### src/rtl/axis_cmd_arbiter_pkg.sv
// Shared types and defaults for the round-robin command arbiter.
// The arbiter shares one serial command sink between several AXI-Stream sources.
package axis_cmd_arbiter_pkg;

  localparam int DEFAULT_NUM_PORTS  = 4;
  localparam int DEFAULT_DATA_WIDTH = 72;
  localparam int DEFAULT_CNTR_WIDTH = 32;
  localparam int DEFAULT_ID_WIDTH   = 2;

  typedef enum logic [1:0] {
    IDLE,
    SEND,
    GAP
  } arb_state_t;

  // Index width for a port count. A lone port still needs one bit.
  function automatic int idx_width(int n);
    return (n > 1) ? $clog2(n) : 1;
  endfunction

endpackage

### src/rtl/axis_cmd_arbiter_if.sv
// Stream bundle between the command sources, the arbiter and the serializer sink.
// The slave modport is the arbiter's view. The master modport is the view of the
// environment that drives the sources and acts as the sink.
interface axis_cmd_arbiter_if
  import axis_cmd_arbiter_pkg::*;
#(
  parameter int NUM_PORTS  = DEFAULT_NUM_PORTS,
  parameter int DATA_WIDTH = DEFAULT_DATA_WIDTH,
  parameter int ID_WIDTH   = DEFAULT_ID_WIDTH
) ();

  logic [NUM_PORTS*DATA_WIDTH-1:0] s_axis_tdata;
  logic [NUM_PORTS-1:0]            s_axis_tvalid;
  logic [NUM_PORTS-1:0]            s_axis_tready;
  logic [DATA_WIDTH-1:0]           m_axis_tdata;
  logic [ID_WIDTH-1:0]             m_axis_tid;
  logic                            m_axis_tvalid;
  logic                            m_axis_tready;

  modport slave (
    input  s_axis_tdata, s_axis_tvalid, m_axis_tready,
    output s_axis_tready, m_axis_tdata, m_axis_tid, m_axis_tvalid
  );

  modport master (
    output s_axis_tdata, s_axis_tvalid, m_axis_tready,
    input  s_axis_tready, m_axis_tdata, m_axis_tid, m_axis_tvalid
  );

endinterface

### src/rtl/axis_cmd_arbiter_rr_pick.sv
// Combinational round-robin priority encoder.
// It returns the first requester at or after ptr, wrapping modulo NUM_PORTS.
module rr_pick #(
  parameter int NUM_PORTS = 4,
  parameter int IDX_W     = 2
) (
  input  logic [NUM_PORTS-1:0] req,
  input  logic [IDX_W-1:0]     ptr,
  output logic [NUM_PORTS-1:0] gnt,
  output logic [IDX_W-1:0]     gnt_idx,
  output logic                 any
);

  logic [IDX_W-1:0] idx;

  always_comb begin
    gnt     = '0;
    gnt_idx = '0;
    any     = 1'b0;
    idx     = '0;
    for (int k = 0; k < NUM_PORTS; k++) begin
      idx = IDX_W'((int'(ptr) + k) % NUM_PORTS);
      if (!any && req[idx]) begin
        any      = 1'b1;
        gnt[idx] = 1'b1;
        gnt_idx  = idx;
      end
    end
  end

endmodule

### src/rtl/axis_cmd_arbiter.sv
// Round-robin arbiter that forwards one command word per grant through a registered output.
// After each output handshake it holds off new grants for a programmable idle gap.
module axis_cmd_arbiter
  import axis_cmd_arbiter_pkg::*;
#(
  parameter int NUM_PORTS  = DEFAULT_NUM_PORTS,
  parameter int DATA_WIDTH = DEFAULT_DATA_WIDTH,
  parameter int CNTR_WIDTH = DEFAULT_CNTR_WIDTH,
  parameter int ID_WIDTH   = DEFAULT_ID_WIDTH
) (
  input  logic                  aclk,
  input  logic                  areset,
  input  logic [CNTR_WIDTH-1:0] cfg_data,
  axis_cmd_arbiter_if.slave     bus,
  output logic                  busy
);

  localparam int IDX_W = idx_width(NUM_PORTS);

  arb_state_t            state, state_next;
  logic [IDX_W-1:0]      ptr, ptr_next, gnt_idx;
  logic [NUM_PORTS-1:0]  gnt;
  logic                  any, accept, handshake;
  logic [CNTR_WIDTH-1:0] gap_cnt;
  logic [DATA_WIDTH-1:0] words [NUM_PORTS];

  for (genvar g = 0; g < NUM_PORTS; g++) begin : g_words
    assign words[g] = bus.s_axis_tdata[g*DATA_WIDTH +: DATA_WIDTH];
  end

  rr_pick #(
    .NUM_PORTS (NUM_PORTS),
    .IDX_W     (IDX_W)
  ) u_pick (
    .req     (bus.s_axis_tvalid),
    .ptr     (ptr),
    .gnt     (gnt),
    .gnt_idx (gnt_idx),
    .any     (any)
  );

  assign ptr_next = (gnt_idx == IDX_W'(NUM_PORTS - 1)) ? '0 : gnt_idx + 1'b1;

  always_ff @(posedge aclk or posedge areset) begin
    if (areset) state <= IDLE;
    else        state <= state_next;
  end

  // Ready is offered only in IDLE and is masked during reset.
  // This keeps sources from handshaking while the arbiter is held.
  always_comb begin
    state_next        = state;
    accept            = 1'b0;
    handshake         = 1'b0;
    bus.s_axis_tready = '0;
    busy              = (state != IDLE);
    case (state)
      IDLE: begin
        if (!areset) bus.s_axis_tready = gnt;
        if (any) begin
          accept     = 1'b1;
          state_next = SEND;
        end
      end
      SEND: begin
        if (bus.m_axis_tready) begin
          handshake  = 1'b1;
          state_next = (cfg_data == '0) ? IDLE : GAP;
        end
      end
      GAP: begin
        if (gap_cnt == CNTR_WIDTH'(1)) state_next = IDLE;
      end
      default: state_next = IDLE;
    endcase
  end

  always_ff @(posedge aclk or posedge areset) begin
    if (areset) begin
      ptr               <= '0;
      gap_cnt           <= '0;
      bus.m_axis_tdata  <= '0;
      bus.m_axis_tid    <= '0;
      bus.m_axis_tvalid <= 1'b0;
    end else begin
      if (accept) begin
        bus.m_axis_tdata  <= words[gnt_idx];
        bus.m_axis_tid    <= ID_WIDTH'(gnt_idx);
        bus.m_axis_tvalid <= 1'b1;
        ptr               <= ptr_next;
      end
      // The gap length is captured at the handshake, so cfg_data may change freely afterwards.
      if (handshake) begin
        bus.m_axis_tvalid <= 1'b0;
        gap_cnt           <= cfg_data;
      end
      if (state == GAP) gap_cnt <= gap_cnt - 1'b1;
    end
  end

endmodule

### src/flat_wrapper.sv
// flat-port wrapper written by rule: the top's interface ports become plain ports
module axis_cmd_arbiter_flat import axis_cmd_arbiter_pkg::*;
#(
  parameter int NUM_PORTS  = DEFAULT_NUM_PORTS,
  parameter int DATA_WIDTH = DEFAULT_DATA_WIDTH,
  parameter int CNTR_WIDTH = DEFAULT_CNTR_WIDTH,
  parameter int ID_WIDTH   = DEFAULT_ID_WIDTH
)
  (aclk, areset, cfg_data, busy, bus_s_axis_tdata, bus_s_axis_tvalid, bus_m_axis_tready, bus_s_axis_tready, bus_m_axis_tdata, bus_m_axis_tid, bus_m_axis_tvalid);
  axis_cmd_arbiter_if #(.NUM_PORTS(NUM_PORTS), .DATA_WIDTH(DATA_WIDTH), .ID_WIDTH(ID_WIDTH)) bus_i ();
  input  logic aclk;
  input  logic areset;
  input  logic [CNTR_WIDTH-1:0] cfg_data;
  output logic busy;
  input wire logic [$bits(bus_i.s_axis_tdata)-1:0] bus_s_axis_tdata;
  input wire logic [$bits(bus_i.s_axis_tvalid)-1:0] bus_s_axis_tvalid;
  input wire logic [$bits(bus_i.m_axis_tready)-1:0] bus_m_axis_tready;
  output wire logic [$bits(bus_i.s_axis_tready)-1:0] bus_s_axis_tready;
  output wire logic [$bits(bus_i.m_axis_tdata)-1:0] bus_m_axis_tdata;
  output wire logic [$bits(bus_i.m_axis_tid)-1:0] bus_m_axis_tid;
  output wire logic [$bits(bus_i.m_axis_tvalid)-1:0] bus_m_axis_tvalid;
  assign bus_i.s_axis_tdata = bus_s_axis_tdata;
  assign bus_i.s_axis_tvalid = bus_s_axis_tvalid;
  assign bus_i.m_axis_tready = bus_m_axis_tready;
  assign bus_s_axis_tready = bus_i.s_axis_tready;
  assign bus_m_axis_tdata = bus_i.m_axis_tdata;
  assign bus_m_axis_tid = bus_i.m_axis_tid;
  assign bus_m_axis_tvalid = bus_i.m_axis_tvalid;
  axis_cmd_arbiter #(.NUM_PORTS(NUM_PORTS), .DATA_WIDTH(DATA_WIDTH), .CNTR_WIDTH(CNTR_WIDTH), .ID_WIDTH(ID_WIDTH)) u_core (.aclk(aclk), .areset(areset), .cfg_data(cfg_data), .bus(bus_i), .busy(busy));
endmodule
### config.mk
export PLATFORM = sky130hd
export DESIGN_NAME = axis_cmd_arbiter_flat
export DESIGN_NICKNAME = d
export VERILOG_FILES = /design/src/rtl/axis_cmd_arbiter_pkg.sv /design/src/rtl/axis_cmd_arbiter_if.sv /design/src/rtl/axis_cmd_arbiter_rr_pick.sv /design/src/rtl/axis_cmd_arbiter.sv /design/src/flat_wrapper.sv
export SDC_FILE = /design/constraint.sdc
export NUM_CORES = 1
export LEC_CHECK = 0
export ABC_CLOCK_PERIOD_IN_PS = 7000
export CAP_MARGIN = 20
export CORE_AREA = 2 2 159 161
export CTS_BUF_LIST = sky130_fd_sc_hd__clkbuf_4 sky130_fd_sc_hd__clkbuf_8 sky130_fd_sc_hd__clkbuf_16
export DETAILED_ROUTE_END_ITERATION = 10
export DIE_AREA = 0 0 161 163
export PLACE_DENSITY = 0.69
export RECOVER_POWER = 100
export SYNTH_ARGS = -nofsm -noshare
export SYNTH_HDL_FRONTEND = slang
export SYNTH_HIERARCHICAL = 1
export SYNTH_SLANG_ARGS = --single-unit
### constraint.sdc
create_clock -name aclk -period 7 [get_ports aclk]
set_clock_uncertainty 0.15 [all_clocks]
set_input_delay 0.7 -clock aclk [delete_from_list [all_inputs] [get_ports aclk]]
set_output_delay 0.7 -clock aclk [all_outputs]
set_load 0.005 [all_outputs]
# Yosys cells after proc, flatten, opt, wreduce, memory -nomap -nowiden
# Cells that the tools add are included.
# op_classes
addsub	5
n_lt_le_gt_ge	9
eq_ne	7
muxes	47
n_bitwise	4
n_reduce_logical	16
# op_table
operator	count
binary-select mux 72 bit (select 2 bit)	1
two-way mux 72 bit	2
two-way mux 32 bit	2
== test 32 x 1 -> 1 bit, second input constant	1
logical NOT 32 bit	1
subtractor 32 x 1 -> 32 bit, second input constant	1
two-way mux 4 bit	6
two-way mux 1 bit	18
two-way mux 2 bit	9
less-than comparator 2 x 3 -> 1 bit, second input constant	4
bitwise OR 4 bit	3
binary-select mux 1 bit (select 2 bit)	4
demux 1 bit (select 2 bit)	4
>= comparator 2 x 1 -> 1 bit, second input constant	4
logical AND 1 bit	7
case mux 2 bit (3 select lines)	1
nonzero test 2 bit	3
adder 2 x 1 -> 2 bit, second input constant	2
adder 2 bit, second input constant	2
== test 2 bit, second input constant	2
!= test 2 x 1 -> 1 bit, second input constant	2
>= comparator 3 bit, second input constant	1
logical NOT 1 bit	3
inverter 2 -> 3 bit	1
4 further kinds	4
# word_totals
regBits	111
in_bits	327
out_inout_bits	80
word_cells	94

# Logic depth before layout (Yosys ltp)
# logic_depth
ltp_word	16
mapped_depth	12
mapped_depth_nobuf	9

# Modules after synthesis
# Netlist, hierarchy kept.
# modules_own_cells
mod	n_inst	cells_each	area_per_inst_um2	seq_area_each_um2
axis_cmd_arbiter	1	502	6730.2	2777.7
rr_pick	1	45	419.2	0.0

# Least setup slack after synthesis
# OpenSTA, ideal clock, no wires.
# synth_path
path_type	flip-flop to flip-flop
start	register u_core.ptr[0]
end	register u_core.bus.m_axis_tdata[38]
setup_ns	0.125
arrival_time_ns	3.175
t_required_ns	6.725
path_slack_ns	3.550
path_stages_with_launch	12
n_path_buf	3
period_less_slack_ns	3.450
cell_sequence	dfrtp_1 > buf_6 > inv_1 > ha_1 > mux4_2 > buf_6 > and2b_2 > o21ai_0 > o31ai_1 > clkbuf_1 > mux4_2 > mux2_2
# synth_between
elab_chain_cells	16
word_cells_on_any_way	31
classes_between	add/sub: 3; mux: 21; bitwise: 1; reduce/logical: 6
# synth_rtl
element	line_no	source
from (decl)	axis_cmd_arbiter.sv:21	logic [IDX_W-1:0] ptr, ptr_next, gnt_idx;
from (signal assigned)	axis_cmd_arbiter.sv:90	ptr <= ptr_next;
parallel branches: the longest is 11 deep, another holds adder 2 x 1 -> 2 bit	--	
two-way mux 2 bit *	axis_cmd_arbiter_rr_pick.sv:23	if (!any && req[idx]) begin
named net u_core.gnt_idx[0]	axis_cmd_arbiter.sv:21	
inverter 2 -> 3 bit (not written as such) *	axis_cmd_arbiter.sv:87	bus.m_axis_tdata <= words[gnt_idx];
binary-select mux 72 bit (select 2 bit) *	axis_cmd_arbiter.sv:87	
two-way mux 72 bit (not written as such) * (2 in a row)	axis_cmd_arbiter.sv:87	
to (signal assigned)	axis_cmd_arbiter.sv:87	
to (decl)	axis_cmd_arbiter_if.sv:22	output s_axis_tready, m_axis_tdata, m_axis_tid, m_axis_tvalid
# Mark *: on every way through the listed nets, which the timed path passes. The select of a mux whose other input is x is not followed.
# A chain may end at the register's enable or synchronous reset.

# Final worst setup path
# layout_path
start	register u_core.ptr[0]
end	output bus_s_axis_tready[3]
# layout_between
elab_chain_cells	14
word_cells_on_any_way	49
classes_between	add/sub: 3; order compare: 8; mux: 25; bitwise: 3; reduce/logical: 10
# layout_rtl
element	line_no	source
parallel branches: the longest is 11 deep, another holds less-than comparator 2 x 3 -> 1 bit	--	
two-way mux 4 bit *	axis_cmd_arbiter_rr_pick.sv:23	
named net u_core.gnt[3]	axis_cmd_arbiter.sv:22	logic [NUM_PORTS-1:0] gnt;
two-way mux 4 bit *	axis_cmd_arbiter.sv:59	if (!areset) bus.s_axis_tready = gnt;
two-way mux 4 bit *	axis_cmd_arbiter.sv:57	case (state)
to (decl)	flat_wrapper.sv:18	output wire logic [$bits(bus_i.s_axis_tready)-1:0] bus_s_axis_tready;
# Marked as above.

==> flow_summary.toml <==
[outcome]
status = "finished with violations"
violations = "max-capacitance violations, max-slew violations"

[timing]
hold_viol_final = 0
period_share_pct = 68.1
relSlewSlack_pct = -116
finalSetupViolCount = 0
drv_slew = 146
max_freq_mhz = 210
rsz0062_at_grt = "false"
fin_ws_ns = 2.23
tns_ns = 0
finalCriticalPeriod_ns = 4.77
worst_slew_pin_slew_ns = 3.22

[clocking]
ctsResizeCount = 0
cts_tree = "done"
clock-sinks = 111
clock_latency_ns = 0.35
cts_hold_buf = 0
htreeDepth = 3
postCtsSetupRepairBufs = 0
cts_root_buf = "clkbuf_16"
cts_buffer_depth = 2
numCtsBuffers = 9
cts.clk_slew.worst_paths_ns = 0.08

[setup_path]
rrSetupSlack_ns = 2.50
reg2reg_to = "u_core/bus.m_axis_tdata[57]"
endpoint = "bus_s_axis_tready[3]"
cp_max_fo = 13
r2r_start = "u_core/ptr[0]"
startpoint_type = "flip-flop"
cp.arrival_ns = 3.92
worstSetupEndpointType = "output port"
critical_path_class = "reg -> out"
worstPathRequired_ns = 6.15
startpoint = "u_core/ptr[0]"
worst-r2r-cell-count = 9

[floorplanning]
die_h_um = 163
coreArea_sq_mm = 0.0247
num_rows = 58
dieWidth_um = 161
die-area_sq_mm = 0.0262
start_util_pct = 29.0
ioPinCount = 407

[drt]
wl_mm = 29.6
drtAntennaViolNets = 0
num_vias = 6653
post_drt_wl_per_cell_um = 23.2
routed_via_density = 5.23
firstDrtPassIters = 5
drt-initial-drc-count = 445
drc = 0

[final_layout]
nets = 1265
syn2layout_area_growth_pct = 65.0
multi_input_area_sq_mm = 0.00414
drive_gt1_share_pct = 20.1
seqCellArea_sq_mm = 0.00278
final_area_sq_mm = 0.0118
fillers = 2249

[logic_synthesis]
synth_area_leaders = "dfrtp_1, mux4_2, mux2_2"
yosysMostFrequentCell = "dfrtp_1"
yosysTopAreaCell = "dfrtp_1"
ys_ff_latch = 111
ys_seq_area_share_pct = 38.9
async_flop_share_pct = 100
syn_inst = 547
synth_top_area_share_pct = 38.9
synth_cell_types = 55
syn_area_sq_mm = 0.00715
yosys-top-cells-count = "dfrtp_1, mux2_2, mux4_2"
postSynthAreaPerCell_sq_um = 13.1
synth-edff-count = 0
syn-num-nets = 882
ys_warn_count = 6
ys.flop_type = "dfrtp_1"

[global_routing]
grt_pass1_vias = 6739
overflow = 0
antenna_found_initial = 9
grt_pass1_wl_mm = 42.6
grt.total_usage_pct = 21.7
grt_max_degree = 78

[placed_design]
io_buffers = 406
post-place-ws_ns = 2.52
hpwl_mm = 23.1
gp_congestion = 0.920
placed_cell_area_sq_mm = 0.0115

[flow_run]
cap_violations = 2

[hold_path]
hold_class = "reg -> reg"
min_from = "u_core/bus.m_axis_tvalid"
min_path_cells = 1

[power_and_ir_drop]
ir_worst_vdd_v = 0.000444
powerDensity_mw_per_mm2 = 434
p_leak_nw = 4.34
[per-layer routing]
layer  track usage, %  part of all wire, %  vias up
met3             7.46                  9.1       39
li1                 -                    -     2969
met1             27.8                   40     3330
met4             6.78                  2.3        6
met2             34.9                   49      309
met5                0                 0.14        -
[final cells by class]
| type | count | share of cell area, % |
|---|---|---|
| diodes | 7 | 0.149 |
| clock buffers | 11 | 2.14 |
| clock inverters | 5 | 0.339 |
| inverters | 12 | 0.392 |
| multi-input cells | 385 | 35.1 |
| flip-flops and latches | 111 | 23.5 |
| well taps | 330 | 3.50 |
| repair buffers | 411 | 34.8 |
[worst min path at each step]
stage                                        endpoint  slack (ns)
after floorplan                    u_core/gap_cnt[23]        0.30
after global placement       u_core/bus.m_axis_tvalid        0.31
after detailed placement     u_core/bus.m_axis_tvalid        0.32
after CTS                    u_core/bus.m_axis_tvalid        0.34
after global routing      u_core/bus.m_axis_tdata[70]        0.37
final                        u_core/bus.m_axis_tvalid        0.33
[placed cells by master (no fill, tap or decap), drive strengths merged, types with 4 or more instances in the layout]
cell type,count
o311ai,5
nand2b,4
dfrtp,111
a311oi,8
ha,8
clkbuf,13
a22oi,8
dlygate4sd3,78
clkdlybuf4s50,328
o211ai,7
a211oi,11
a21oi,8
mux4,76
o21ai,13
nand2,22
diode,7
and2,6
nor3,19
inv,13
mux2,78
nand3,8
nor2,40
nand4,7
nor4,20
[sequential cells by signal (all words and copies together), names as in the netlist]
name and flops:
u_core/bus.m_axis_tid 2, u_core/ptr 2, u_core/gap_cnt 32, u_core/bus.m_axis_tdata 72
u_core/state 2, u_core/bus.m_axis_tvalid 1
[where the power goes]
| group | switching [mW] | internal, mW |
|---|---|---|
| logic | 1.39 | 1.93 |
| registers | 0.283 | 0.991 |
| clock network | 0.265 | 0.266 |
[stage by stage]
stage | hold slack, ns | utilization (%) | instances | power, mW
2_1_floorplan | 0.299 | - | 547 | 3.51
3_3_place_gp | 0.314 | 46.6 | 1249 | 4.63
3_5_place_dp | 0.323 | 46.6 | 1249 | 4.69
4_1_cts | 0.343 | 47.8 | 1265 | 5.25
5_1_grt | 0.369 | 47.8 | 1271 | 5.46
6_report | 0.331 | 47.8 | 1272 | 5.12
[cells by family after synthesis]
family | count (synthesis) | share of synthesized area (%)
mux | 156 | 36.6
simple gates | 147 | 12.3
flops | 111 | 38.9
buf+inv | 51 | 3.48
compound gates | 74 | 7.32
fa+ha+maj | 8 | 1.40
[critical path: stages, from the launching register on]
cell and delay (ns):
dfrtp_1 0.67, inv_1 0.17, ha_1 0.39, mux4_2 0.42, nor4b_1 0.77, a22oi_1 0.17
o21ai_0 0.17, and2_0 0.25, clkdlybuf4s50_1 0.55
Note: power is estimated with default switching activity, not from simulation.
==> edit (same flow settings) <==
Change the package constant `DEFAULT_CNTR_WIDTH` from 32 to 24.
--- a/src/rtl/axis_cmd_arbiter_pkg.sv
+++ b/src/rtl/axis_cmd_arbiter_pkg.sv
@@ -4,7 +4,7 @@
 
   localparam int DEFAULT_NUM_PORTS  = 4;
   localparam int DEFAULT_DATA_WIDTH = 72;
-  localparam int DEFAULT_CNTR_WIDTH = 32;
+  localparam int DEFAULT_CNTR_WIDTH = 24;
   localparam int DEFAULT_ID_WIDTH   = 2;
 
   typedef enum logic [1:0] {
Interface: changed (resized cfg_data); port bits go from 407 to 399. No check against the original RTL was run, so the function may have changed too.
==> edit against the unedited design <==
- die area unchanged
- sequential share of layout area decreased by 0.53 points
- setup slack worse by 490 ps
- sequential cell count is 8 lower
- global-route usage decreased by 1.7 points
- highest routed layer unchanged
- critical endpoint is now u_core/bus.m_axis_tdata[42]$_DFFE_PP0P_
- routed wire length fell by 7.9%
- total power is 3.5% lower
- final area shrank 5.1%
- fmax fell by 9.3%
- the flow still finishes with violations (capacitance limit, slew limit)
- synthesized area fell by 7.8%
==> edit: results <==
group,metric,value,unit
outcome,status,"finished with violations",
sta,drv_slew,200,
sta,worstMarginPinSlew,2220,ps
synth,synthTopCellsByArea,"dfrtp_1, mux4_2, mux2_2, nor2_1, ha_1",
setup_path,cp_max_fo,40,
finish,sh_seq_area,23.0,%
drt,drtPass1Iterations,4,
flow_run,drv_cap,5,
synth,synth_compound_area_share,6.73,%
drt,via_count,6108,
finish,diodes,7,
drt,wirelength,27.2,mm
finish,multi_input_area_share,34.0,%
finish,multi_input_cells,337,
setup_path,reg2reg_slack,1740,ps
grt,antenna_found_initial,8,
outcome,violations,"capacitance limit, slew limit",
synth,yosys-mux-area-fraction,39.7,%
finish,instances_no_fill,1206,
drt,first_iter_violations,361,
finish,final-clk-cell-share,2.76,%
placed_design,placed_cell_area,10900,µm²
clock_tree,clk_pin_slew,80,ps
drt,wl_met2,13.5,mm
power,p_leak,4.14,nW
finish,reg.largest.list,"u_core/bus.m_axis_tdata (72), u_core/gap_cnt (24)",
grt,grt_pass1_vias,6329,
setup_path,worstPathArrival,5350,ps
synth,ys_seq_area_share,39.1,%
placed_design,io_buffer_count,398,
finish,drive_above_1_share,20.9,%
finish,seq_cell_count,103,
synth,synthAdderAreaFrac,1.52,%
synth,syn_nets,811,
placed_design,pre_cts_slack,2520,ps
grt,grt_max_degree,65,
drt,wl_met1,10.6,mm
placed_design,dp_hpwl,21.4,mm
grt,grt_usage,20.1,%
synth,synth_common_cells,"dfrtp_1, mux2_2, mux4_2",
finish,num-nonclk-buffers,405,
finish,fin_area,11200,µm²
finish,n_clock_buffer,12,
placed_design,gp_congestion,0.894,
## edit: changes by cell type in the layout (fill, tap and decap cells not counted), moves of 4 or more
| cell | change |
|---|---|
| o21ai_0 | -4 |
| clkdlybuf4s50_1 | -9 |
| inv_1 | -4 |
| dfrtp_1 | -8 |
| nor2_1 | -12 |
| a21oi_1 | -4 |
| nor3_1 | -5 |
| nand2_1 | -5 |
## edit: layer usage
metal,up-vias,track usage [%]
met1,3064,24.7
met2,282,33.0
met4,2,5.72
met3,38,7.51
li1,2722,-
met5,-,0
## edit: power by group
| part | switching [mW] | internal (mW) | total (mW) |
|---|---|---|---|
| Sequential | 0.236 | 0.924 | 1.16 |
| Combinational | 1.33 | 1.91 | 3.24 |
| Clock | 0.249 | 0.298 | 0.547 |
## edit: final timing paths
check	startpoint	end	cells past startpoint
worst min-delay path	u_core/gap_cnt[22]$_DFFE_PP0P_	u_core/gap_cnt[22]$_DFFE_PP0P_	1
worst max register to register	u_core/ptr[0]$_DFFE_PP0P_	u_core/bus.m_axis_tdata[42]$_DFFE_PP0P_	8
worst max-delay path	u_core/ptr[0]$_DFFE_PP0P_	u_core/bus.m_axis_tdata[42]$_DFFE_PP0P_	8
min in group asynchronous	areset	u_core/ptr[0]$_DFFE_PP0P_	2
max in group asynchronous	areset	u_core/bus.m_axis_tdata[68]$_DFFE_PP0P_	3
worst min register to register	u_core/gap_cnt[22]$_DFFE_PP0P_	u_core/gap_cnt[22]$_DFFE_PP0P_	1
## edit: worst max-delay path, stage by stage, from the launching register on
cell and delay, ps:
dfrtp_1 690, inv_1 170, ha_1 390, mux4_2 430, o311ai_0 360, a32o_1 1520
buf_4 690, mux4_2 400, mux2_2 270
